`config.mk`:
```
export PLATFORM = sky130hd
export DESIGN_NAME = hilo_muldiv_unit
export DESIGN_NICKNAME = d
export VERILOG_FILES = /design/src/rtl/hilo_muldiv_unit.sv
export SDC_FILE = /design/constraint.sdc
export NUM_CORES = 1
export LEC_CHECK = 0
export CORE_MARGIN = 2
export CORE_UTILIZATION = 45
export DETAILED_ROUTE_END_ITERATION = 6
export DONT_BUFFER_PORTS = 1
export PLACE_DENSITY_LB_ADDON = 0.12
export SYNTH_ARGS = -nofsm -noshare
export SYNTH_HDL_FRONTEND = slang
export SYNTH_SLANG_ARGS = --single-unit
export TNS_END_PERCENT = 100
```
`constraint.sdc`:
```
create_clock -name Clk -period 9.6 [get_ports Clk]
set_input_delay 0.96 -clock Clk [delete_from_list [all_inputs] [get_ports Clk]]
set_output_delay 0.96 -clock Clk [all_outputs]
set_load 0.03 [all_outputs]
```
`src/rtl/hilo_muldiv_unit.sv`:
```
// Multiply-class execute unit: iterative radix-2 shift-add multiplier that owns
// the HI/LO pair and answers mult, multu, mul, madd and msub with Start/Busy/Done.
module hilo_muldiv_unit #(
   parameter int DATA_W = 32
) (
   input  logic              Clk,
   input  logic              Reset,
   input  logic              Start,
   input  logic [5:0]        ALUOp,
   input  logic [DATA_W-1:0] A,
   input  logic [DATA_W-1:0] B,
   input  logic              Flush,
   output logic              Busy,
   output logic              Done,
   output logic [DATA_W-1:0] Result,
   output logic [DATA_W-1:0] Hi,
   output logic [DATA_W-1:0] Lo
);

   localparam logic [5:0] OP_MUL   = 6'b000100;
   localparam logic [5:0] OP_MULT  = 6'b000101;
   localparam logic [5:0] OP_MULTU = 6'b000110;
   localparam logic [5:0] OP_MADD  = 6'b000111;
   localparam logic [5:0] OP_MSUB  = 6'b001000;
   localparam int         CNT_W    = $clog2(DATA_W) + 1;

   typedef enum logic [1:0] {IDLE, RUN, FINISH} state_t;

   state_t                state;
   state_t                nextState;
   logic [2*DATA_W-1:0]   mcand;
   logic [DATA_W:0]       mplier;
   logic [2*DATA_W-1:0]   acc;
   logic [CNT_W-1:0]      cnt;
   logic                  negative;
   logic [5:0]            opReg;

   logic                  validOp;
   logic                  signedOp;
   logic                  accept;
   logic                  lastIter;
   logic [DATA_W:0]       magA;
   logic [DATA_W:0]       magB;
   logic [2*DATA_W-1:0]   product;
   logic [2*DATA_W-1:0]   hiLoSum;
   logic [2*DATA_W-1:0]   hiLoDiff;

   assign validOp  = (ALUOp == OP_MUL) || (ALUOp == OP_MULT) || (ALUOp == OP_MULTU) ||
                     (ALUOp == OP_MADD) || (ALUOp == OP_MSUB);
   assign signedOp = (ALUOp != OP_MULTU);
   assign accept   = (state == IDLE) && Start && !Flush && validOp;
   assign lastIter = (cnt == CNT_W'(DATA_W - 1));

   // Magnitudes carry one extra bit so the most-negative operand survives negation.
   assign magA = (signedOp && A[DATA_W-1]) ? (~{1'b1, A} + {{DATA_W{1'b0}}, 1'b1}) : {1'b0, A};
   assign magB = (signedOp && B[DATA_W-1]) ? (~{1'b1, B} + {{DATA_W{1'b0}}, 1'b1}) : {1'b0, B};

   assign product  = negative ? (~acc + {{(2*DATA_W-1){1'b0}}, 1'b1}) : acc;
   assign hiLoSum  = {Hi, Lo} + product;
   assign hiLoDiff = {Hi, Lo} - product;

   // State register.
   always_ff @(posedge Clk or posedge Reset) begin
      if (Reset) begin
         state <= IDLE;
      end else begin
         state <= nextState;
      end
   end

   // Next-state logic: Flush wins over both iteration and completion.
   always_comb begin
      nextState = state;
      case (state)
         IDLE: begin
            if (accept) nextState = RUN;
         end
         RUN: begin
            if (Flush)         nextState = IDLE;
            else if (lastIter) nextState = FINISH;
         end
         FINISH: begin
            nextState = IDLE;
         end
         default: begin
            nextState = IDLE;
         end
      endcase
   end

   // Datapath, handshake flags and the architectural HI/LO/Result registers.
   always_ff @(posedge Clk or posedge Reset) begin
      if (Reset) begin
         Busy     <= 1'b0;
         Done     <= 1'b0;
         Result   <= '0;
         Hi       <= '0;
         Lo       <= '0;
         mcand    <= '0;
         mplier   <= '0;
         acc      <= '0;
         cnt      <= '0;
         negative <= 1'b0;
         opReg    <= '0;
      end else begin
         Busy <= (nextState != IDLE);
         Done <= (state == FINISH) && !Flush;
         if (accept) begin
            mcand    <= {{(DATA_W-1){1'b0}}, magA};
            mplier   <= magB;
            acc      <= '0;
            cnt      <= '0;
            negative <= signedOp && (A[DATA_W-1] ^ B[DATA_W-1]);
            opReg    <= ALUOp;
         end else if ((state == RUN) && !Flush) begin
            if (mplier[0]) acc <= acc + mcand;
            mcand  <= mcand << 1;
            mplier <= mplier >> 1;
            cnt    <= cnt + CNT_W'(1);
         end else if ((state == FINISH) && !Flush) begin
            case (opReg)
               OP_MULT, OP_MULTU: {Hi, Lo} <= product;
               OP_MADD:           {Hi, Lo} <= hiLoSum;
               OP_MSUB:           {Hi, Lo} <= hiLoDiff;
               OP_MUL:            Result   <= product[DATA_W-1:0];
               default: ;
            endcase
         end
      end
   end

endmodule

```
==> flow_summary.toml, run 1 <==
[global_route]
grtUsageTotal_pct = 29.1
grt_overflow = 0
antenna_found_initial = 0
grt_pass1_vias = 22900
grt_max_degree = 161
grt_first_pass_wirelength_mm = 132

[placement]
io_buffers = 0
place_congestion = 0.967
post-place-ws_ns = 2.32
place_area_um2 = 25200
hpwlAfterDp_mm = 62.5
place_inst = 3843

[clocking]
clock_latency_ns = 0.58
cts_hold_buffers = 0
post_cts_buffers = 0
ctsResizeCount = 0
clkSlewWorstSetupHoldPaths_ns = 0.06
cts_tree = "yes"
cts_buffer_depth = 3
cts_buffers = 36
cts_root_buffer = "clkbuf_16"
clkSinkCount = 274
h-tree-depth = 2

[die]
initial_core_util_pct = 45.3
io_pins = 172
dieWidth_um = 239
core_um2 = 54800
dieArea_um2 = 57000
core.rowCount = 86
die_h_um = 239

[critical_path]
rrSetupSlack_ns = 2.11
path_class = "flop to flop"
crit_chain = "or4_4, or4_1, or4_1, o41ai_1, xor2_1, inv_1, ha_1, a21o_1, o21bai_1, a311oi_1, o221ai_1, nor4b_1, o31ai_1, a21o_1, a221oi_1, o21ai_0, a21oi_1, xnor2_1, o21a_1, o221a_1"
max_stage_delay_ns = 0.83
critPathLaunch = "acc[3]"
crit_slowest_cell = "nor4b_1"
critPathMaxFanout = 17
r2r_cells = 20
endpoint = "Hi[31]"
worstPathRequired_ns = 10.04
cp_data_arrival_time_ns = 7.93
worst_setup_path_start_kind = "flop"
end_kind = "flop"
r2r-start = "acc[3]"
regToRegEndpoint = "Hi[31]"

[pwr]
p_switching_mw = 2.56
p_int_mw = 3.02
combPwrFrac_pct = 49.1
finalPower_mw = 5.58
seq_power_share_pct = 25.3
clock_power_share_pct = 25.6
peakVddDrop_v = 0.000130
p_sw_share_pct = 45.8
p_leak_nw = 11.8
power_density_nw_per_um2 = 211

[yosys]
async_flop_share_pct = 100
ys_ff_latch = 274
synth_ff_type = "dfrtp_1"
synth_cells = 3300
synth.area.top_cells = "dfrtp_1, ha_1, nand2_1"
synth_fp_nets = 3580
synth_top_cells_by_count = "nand2_1, a21oi_1, o21ai_0"
netlist.area_leader.share_pct = 27.7
yosysWarningCount = 0
synth_top_cell_by_area = "dfrtp_1"
synth_edf_count = 0
syn_avg_cell_area_um2 = 7.51
ys_seq_area_share_pct = 27.7
yosysMostFrequentCell = "nand2_1"
synthesis.area_um2 = 24800
synthDistinctLibCells = 80

[run]
maxCapViolations = 0

[finish]
final-instance-count-excl-fill = 3907
area_growth_pct = 6.78
drive_gt1_share_pct = 3.59
nets = 3457
stdcell_area_um2 = 26500

[routing]
routed_wl_mm = 84.7
wl_per_cell_um = 21.7
dr_wl_met3_mm = 6.44
route.detailed.drc = 0
vias_per_cell = 6.20
top_layer = "met4"
wl_met2_mm = 36.8
ant_nets = 0
firstDrtPassIters = 5
met1Wirelength_mm = 39.5
dr.first_iter.drc_count = 2151
dr_total_vias = 24200

[sta]
finalCriticalPeriod_ns = 7.49
slew_headroom_pct = 15.1
finClkSkew_ns = 0.0303
finalHoldViolations = 0
worst_slew_pin_slew_ns = 1.26
clock.fmax_mhz = 133
finalCritPeriodShare_pct = 78.1
tns_ns = 0
setup_slack_ns = 2.11
maxSlewViolCount = 0
rsz0062_at_grt = "no"
setup_viol = 0

[run_status]
status = "finished, final reports clean"

[worst_hold_path]
min_path_type = "input pin to asynchronous set/reset pin"
==> state kept, by name (all words and copies together), names as in the netlist <==
signal / count
acc: 64
mcand: 64
mplier: 33
Hi: 32
Lo: 32
Result: 32
cnt: 6
opReg: 6
state: 2
Busy: 1
Done: 1
negative: 1
==> metrics by stage <==
stage               hold WS [ns]  util, %
floorplan                  0.436        -
global placement           0.457     46.1
detailed placement         0.463     46.1
CTS                        0.393     48.3
global route               0.448     48.3
finish                     0.364     48.3
==> power by group through the flow <==
| stage | Clock (mW) | Sequential [mW] | Combinational (mW) |
|---|---|---|---|
| finish | 1.43 | 1.41 | 2.74 |
| global route | 1.50 | 1.43 | 3.01 |
| CTS | 1.46 | 1.41 | 2.69 |
| detailed placement | 0 | 1.43 | 2.68 |
| global placement | 0 | 1.42 | 2.65 |
| floorplan | 0 | 1.38 | 1.96 |
==> cells in the final DEF, fill, tap and decap left out, drive strengths merged, types with 29 or more instances in the layout <==
master | Yosys | final
a21o | 68 | 68
a21oi | 334 | 334
a22oi | 30 | 30
a31oi | 88 | 88
clkbuf | 173 | 45
dfrtp | 274 | 274
ha | 203 | 203
inv | 165 | 166
nand2 | 482 | 482
nand2b | 36 | 36
nand3 | 56 | 56
nand4 | 29 | 29
nor2 | 272 | 272
nor3 | 44 | 44
nor4 | 36 | 36
o21ai | 296 | 296
o21bai | 48 | 48
o22ai | 63 | 63
o31ai | 57 | 57
xnor2 | 108 | 108
xor2 | 101 | 101
==> worst min-delay path by stage <==
stage / startpoint / end / slack (ns)
2_1_floorplan: cnt[5] / state[1] / 0.44
3_3_place_gp: cnt[5] / state[1] / 0.46
3_5_place_dp: cnt[5] / state[1] / 0.46
4_1_cts: Reset / mcand[6] / 0.39
5_1_grt: Reset / mcand[6] / 0.45
6_report: Reset / mcand[6] / 0.36
==> layer usage <==
layer | vias up | global-route usage [%]
met5 | - | 0
met3 | 129 | 5.61
li1 | 11700 | -
met2 | 828 | 45.1
met4 | 0 | 7.22
met1 | 11600 | 41.5
==> worst max-delay path: cells and delay by family, from the launching register on <==
kind,cells,cell delay (ns)
adder cells (fa/ha/maj),1,0.51
AND/OR/NAND/NOR,4,2.60
XOR/XNOR,2,0.60
buffers and inverters,1,0.09
flip-flops,1,0.45
AO/OA/AOI/OAI,12,3.09
==> cell families after synthesis <==
logic type	after synthesis	share of synthesized area, %
AO/OA/AOI/OAI	1179	29.5
XOR/XNOR	209	7.44
adder cells (fa/ha/maj)	206	10.5
buffers and inverters	350	5.31
flip-flops	274	27.7
multiplexers	2	0.0807
AND/OR/NAND/NOR	1080	19.6
==> final cells by class <==
class	instances	area [µm²]
Fill cell	5420	28300
Multi-Input combinational cell	2676	16700
Sequential cell	274	6860
Clock buffer	45	945
Tap cell	704	881
Inverter	166	631
Clock inverter	18	290
Timing Repair Buffer	23	185
Antenna cell	1	2.50
(Power assumes the default switching activity.)
==> run 2: changes to the inputs <==
Clock period 9.6 ns to 7.33 ns, I/O delays scaled along.
==> flow_summary.toml, run 2 (same netlist as run 1, synthesis figures left out) <==
[clocking]
cts_root_buffer = "clkbuf_16"
cts_tree = "yes"
ctsResizeCount = 0
clkSlewWorstSetupHoldPaths_ns = 0.06
cts_buffers = 37
clock_latency_ns = 0.57
cts_buffer_depth = 3
clkSinkCount = 274
cts_hold_buffers = 0
h-tree-depth = 2
post_cts_buffers = 0

[routing]
routed_wl_mm = 85.6
wl_per_cell_um = 21.8
ant_nets = 0
vias_per_cell = 6.20
dr_total_vias = 24400
firstDrtPassIters = 6
route.detailed.drc = 0
dr.first_iter.drc_count = 2259

[die]
io_pins = 172
dieArea_um2 = 57000
dieWidth_um = 239
die_h_um = 239
core.rowCount = 86
initial_core_util_pct = 45.3
core_um2 = 54800

[finish]
drive_gt1_share_pct = 4.31
layout.cells.most_common = "nand2_1"
nets = 3476
largestRegisters = "acc x64, mcand x64, mplier x33"
area_growth_pct = 7.28
final_cell_mix = "nand2_1, a21oi_1, o21ai_0, dfrtp_1, nor2_1"
n_fill_cell = 5427

[sta]
finClkSkew_ns = 0.0241
tns_ns = 0
finalCriticalPeriod_ns = 7.08
setup_viol = 0
maxSlewViolCount = 0
finalCritPeriodShare_pct = 96.6
clock.fmax_mhz = 141
rsz0062_at_grt = "no"
worst_slew_pin_slew_ns = 1.11
slew_headroom_pct = 26.2
setup_slack_ns = 0.248
finalHoldViolations = 0
holdWs_ns = 0.258

[critical_path]
crit_slowest_cell = "ha_1"
max_stage_delay_ns = 0.66
end_kind = "flop"
cp_data_arrival_time_ns = 7.52
path_class = "flop to flop"
worstPathRequired_ns = 7.77
critPathMaxFanout = 13
r2r_cells = 18
crit_chain = "or4_4, or4_1, or4_1, o21ai_0, xor2_1, inv_1, ha_1, inv_1, nor3_1, nand2b_1, a2111oi_0, nor3_1, o21ai_0, and3_1, nor2_1, a31oi_1, nor2_1, o32a_1"
worst_setup_path_start_kind = "flop"

[pwr]
finalPower_mw = 7.36
p_leak_nw = 11.9
peakVddDrop_v = 0.000159
power_density_nw_per_um2 = 277

[run_status]
status = "finished, final reports clean"

[global_route]
grt_overflow = 0
antenna_found_initial = 0
grt_pass1_vias = 23300
grt_max_degree = 146
grtUsageTotal_pct = 29.7
grt_first_pass_wirelength_mm = 134

[placement]
place_congestion = 0.961
post-place-ws_ns = 0.506
io_buffers = 0
hpwlAfterDp_mm = 63.5

[run]
maxCapViolations = 0

[worst_hold_path]
min_path_type = "input pin to asynchronous set/reset pin"
run 2: final timing paths:
check	start	endpoint	slack [ns]
worst min register to register	mplier[1]	mplier[0]	0.48
worst max-delay path	acc[3]	Hi[28]	0.25
max in group asynchronous	Reset	Lo[25]	5.58
worst max register to register	acc[3]	Hi[28]	0.25
worst min-delay path	Reset	mcand[3]	0.26
min in group Clk	ALUOp[2]	opReg[3]	0.28
run 2: layout make-up:
| cell class | count | area, µm² | share of cell area, % |
|---|---|---|---|
| Clock buffer | 50 | 1050 | 3.96 |
| Sequential cell | 274 | 6860 | 25.8 |
| Tap cell | 704 | 881 | 3.31 |
| Inverter | 166 | 627 | 2.36 |
| Antenna cell | 1 | 2.50 | 0.00941 |
| Multi-Input combinational cell | 2676 | 16700 | 62.7 |
| Timing Repair Buffer | 41 | 320 | 1.20 |
| Clock inverter | 16 | 169 | 0.635 |
run 2: where the power goes:
part / switching (mW) / internal, mW / leakage (nW)
Combinational: 2.43 / 1.22 / 7.65
Clock: 0.738 / 1.11 / 0.610
Sequential: 0.185 / 1.68 / 3.69
run 2: metal layers:
metal,part of all wire [%],global-route usage (%),vias to the layer above,wire (µm)
met1,46,41.6,11700,39100
met2,44,46.0,854,37400
met3,8.2,6.65,141,7030
li1,-,-,11700,-
met4,2.4,7.67,0,2060
met5,0,0,-,0
run 2: metrics by stage:
stage	cells	util [%]	instance area, µm²
2_1_floorplan	3300	-	24800
3_3_place_gp	3861	46.3	25400
3_5_place_dp	3861	46.3	25400
4_1_cts	3927	48.6	26600
5_1_grt	3927	48.6	26600
6_report	3928	48.6	26600
run 2: critical path, delay by kind of cell, from the launching register on:
family | cells | cell delay [ns]
compound gates | 5 | 1.85
simple gates | 9 | 3.00
flops | 1 | 0.46
buf+inv | 2 | 0.34
fa+ha+maj | 1 | 0.66
xor+xnor | 1 | 0.64
==> run 3: changes to the inputs <==
Settings changed: CTS_CLUSTER_SIZE from default to 16, SETUP_SLACK_MARGIN from default to 0.3.
==> flow_summary.toml, run 3 (same netlist as run 1, synthesis figures left out) <==
[run_status]
status = "finished, final reports clean"

[clocking]
clkSlewWorstSetupHoldPaths_ns = 0.07
cts_tree = "yes"
clock_latency_ns = 0.57
cts_hold_buffers = 0
clkSinkCount = 274
cts_buffer_depth = 3
cts_root_buffer = "clkbuf_16"
h-tree-depth = 2
cts_buffers = 37

[pwr]
p_leak_nw = 12.0
peakVddDrop_v = 0.000159
finalPower_mw = 7.38
power_density_nw_per_um2 = 277

[routing]
wl_per_cell_um = 21.8
firstDrtPassIters = 5
route.detailed.drc = 0
vias_per_cell = 6.20
dr_total_vias = 24400
dr.first_iter.drc_count = 2204
routed_wl_mm = 85.7
ant_nets = 0

[global_route]
grt_first_pass_wirelength_mm = 134
grtUsageTotal_pct = 29.7
grt_max_degree = 146
grt_overflow = 0
antenna_found_initial = 0
grt_pass1_vias = 23300

[critical_path]
worstPathRequired_ns = 7.79
r2r-start = "acc[3]"
worst_setup_path_start_kind = "flop"
crit_slowest_cell = "or4_1"
rrSetupSlack_ns = 0.56
regToRegEndpoint = "Hi[31]"
cp_data_arrival_time_ns = 7.23
end_kind = "flop"
r2r_cells = 22
max_stage_delay_ns = 0.64
crit_chain = "or4_4, or4_1, or4_1, o21ai_0, xor2_2, inv_1, ha_1, a21oi_1, nor2_1, a311oi_1, o221ai_1, nor4b_1, buf_4, o31ai_1, a21o_1, a221oi_1, buf_4, o21ai_0, a21oi_1, xnor2_1, o21a_1, o221a_1"
path_class = "flop to flop"
critPathMaxFanout = 13

[finish]
largestRegisters = "acc x64, mcand x64, mplier x33"
antenna_cells = 0
final-instance-count-excl-fill = 3930
drive_gt1_share_pct = 4.56
final_cell_mix = "nand2_1, a21oi_1, o21ai_0, dfrtp_1, nor2_1"
n_fill_cell = 5425
final_core_util_pct = 48.7
layout.cells.most_common = "nand2_1"
area_growth_pct = 7.46
nets = 3479

[die]
initial_core_util_pct = 45.3
core_um2 = 54800
die_h_um = 239
dieWidth_um = 239
dieArea_um2 = 57000
core.rowCount = 86
io_pins = 172

[sta]
finalCriticalPeriod_ns = 6.77
setup_viol = 0
clock.fmax_mhz = 148
holdWs_ns = 0.266
worst_slew_pin_slew_ns = 1.10
slew_headroom_pct = 26.5
finClkSkew_ns = 0.0261
maxSlewViolCount = 0
finalCritPeriodShare_pct = 92.4
tns_ns = 0
finalHoldViolations = 0
rsz0062_at_grt = "no"

[placement]
place_congestion = 0.961
hpwlAfterDp_mm = 63.5
place_inst = 3861
io_buffers = 0

[run]
maxCapViolations = 0

[worst_hold_path]
min_path_type = "input pin to asynchronous set/reset pin"
[run 3: changes by cell type in the layout (fill, tap and decap cells not counted), sizes merged]
cell   previous run  this run
buf              41        44
diode             1         0
[run 3: area by class of cell]
class                   instances  area [µm²]  share of cell area (%)
clock buffers                  50        1050                    3.96
multi-input cells            2676       16700                    62.7
well taps                     704         881                    3.31
inverters                     166         627                    2.35
flip-flops and latches        274        6860                    25.7
clock inverters                16         169                   0.634
repair buffers                 44         343                    1.29
[run 3: metal layers]
layer | up-vias | part of all wire [%] | GRT usage [%]
li1 | 11700 | - | -
met1 | 11700 | 46 | 41.6
met2 | 879 | 44 | 46.0
met3 | 134 | 8.1 | 6.65
met4 | 0 | 2.3 | 7.67
met5 | - | 0 | 0
[run 3: per-stage QoR]
| stage | setup WS (ns) | instance area, µm² |
|---|---|---|
| 6_report | 0.557 | 26600 |
| 5_1_grt | 0.287 | 26600 |
| 4_1_cts | 0.509 | 26600 |
| 3_5_place_dp | 0.506 | 25400 |
| 3_3_place_gp | 0.563 | 25400 |
| 2_1_floorplan | 1.50 | 24800 |
[run 3: timing repair]
action                                  4_1_cts  5_1_grt
endpoints found under the setup margin        0        8
buffers inserted                              0        3
resized for setup                             0        8
[run 3: how the worst max path moves through the flow]
stage / startpoint / endpoint / slack, ns / cells after the start
floorplan: acc[3] / Hi[22] / 1.50 / 20
finish: acc[3] / Hi[31] / 0.56 / 22
global route: acc[20] / Hi[31] / 0.29 / 24
CTS: acc[3] / Hi[31] / 0.51 / 22
detailed placement: acc[3] / Hi[31] / 0.51 / 22
global placement: acc[3] / Hi[31] / 0.56 / 22
[run 3: power breakdown]
part           internal, mW  total [mW]  leakage, nW  switching [mW]
clock network          1.11        1.85        0.610           0.739
logic                  1.23        3.67         7.65            2.44
registers              1.68        1.86         3.69           0.184
total                  4.02        7.38         12.0            3.36
[run 3: worst max-delay path, delay by kind of cell, from the launching register on]
family	cells	cell delay, ns
xor+xnor	2	0.54
flops	1	0.46
buf+inv	3	0.46
fa+ha+maj	1	0.51
compound gates	11	2.47
simple gates	5	2.23
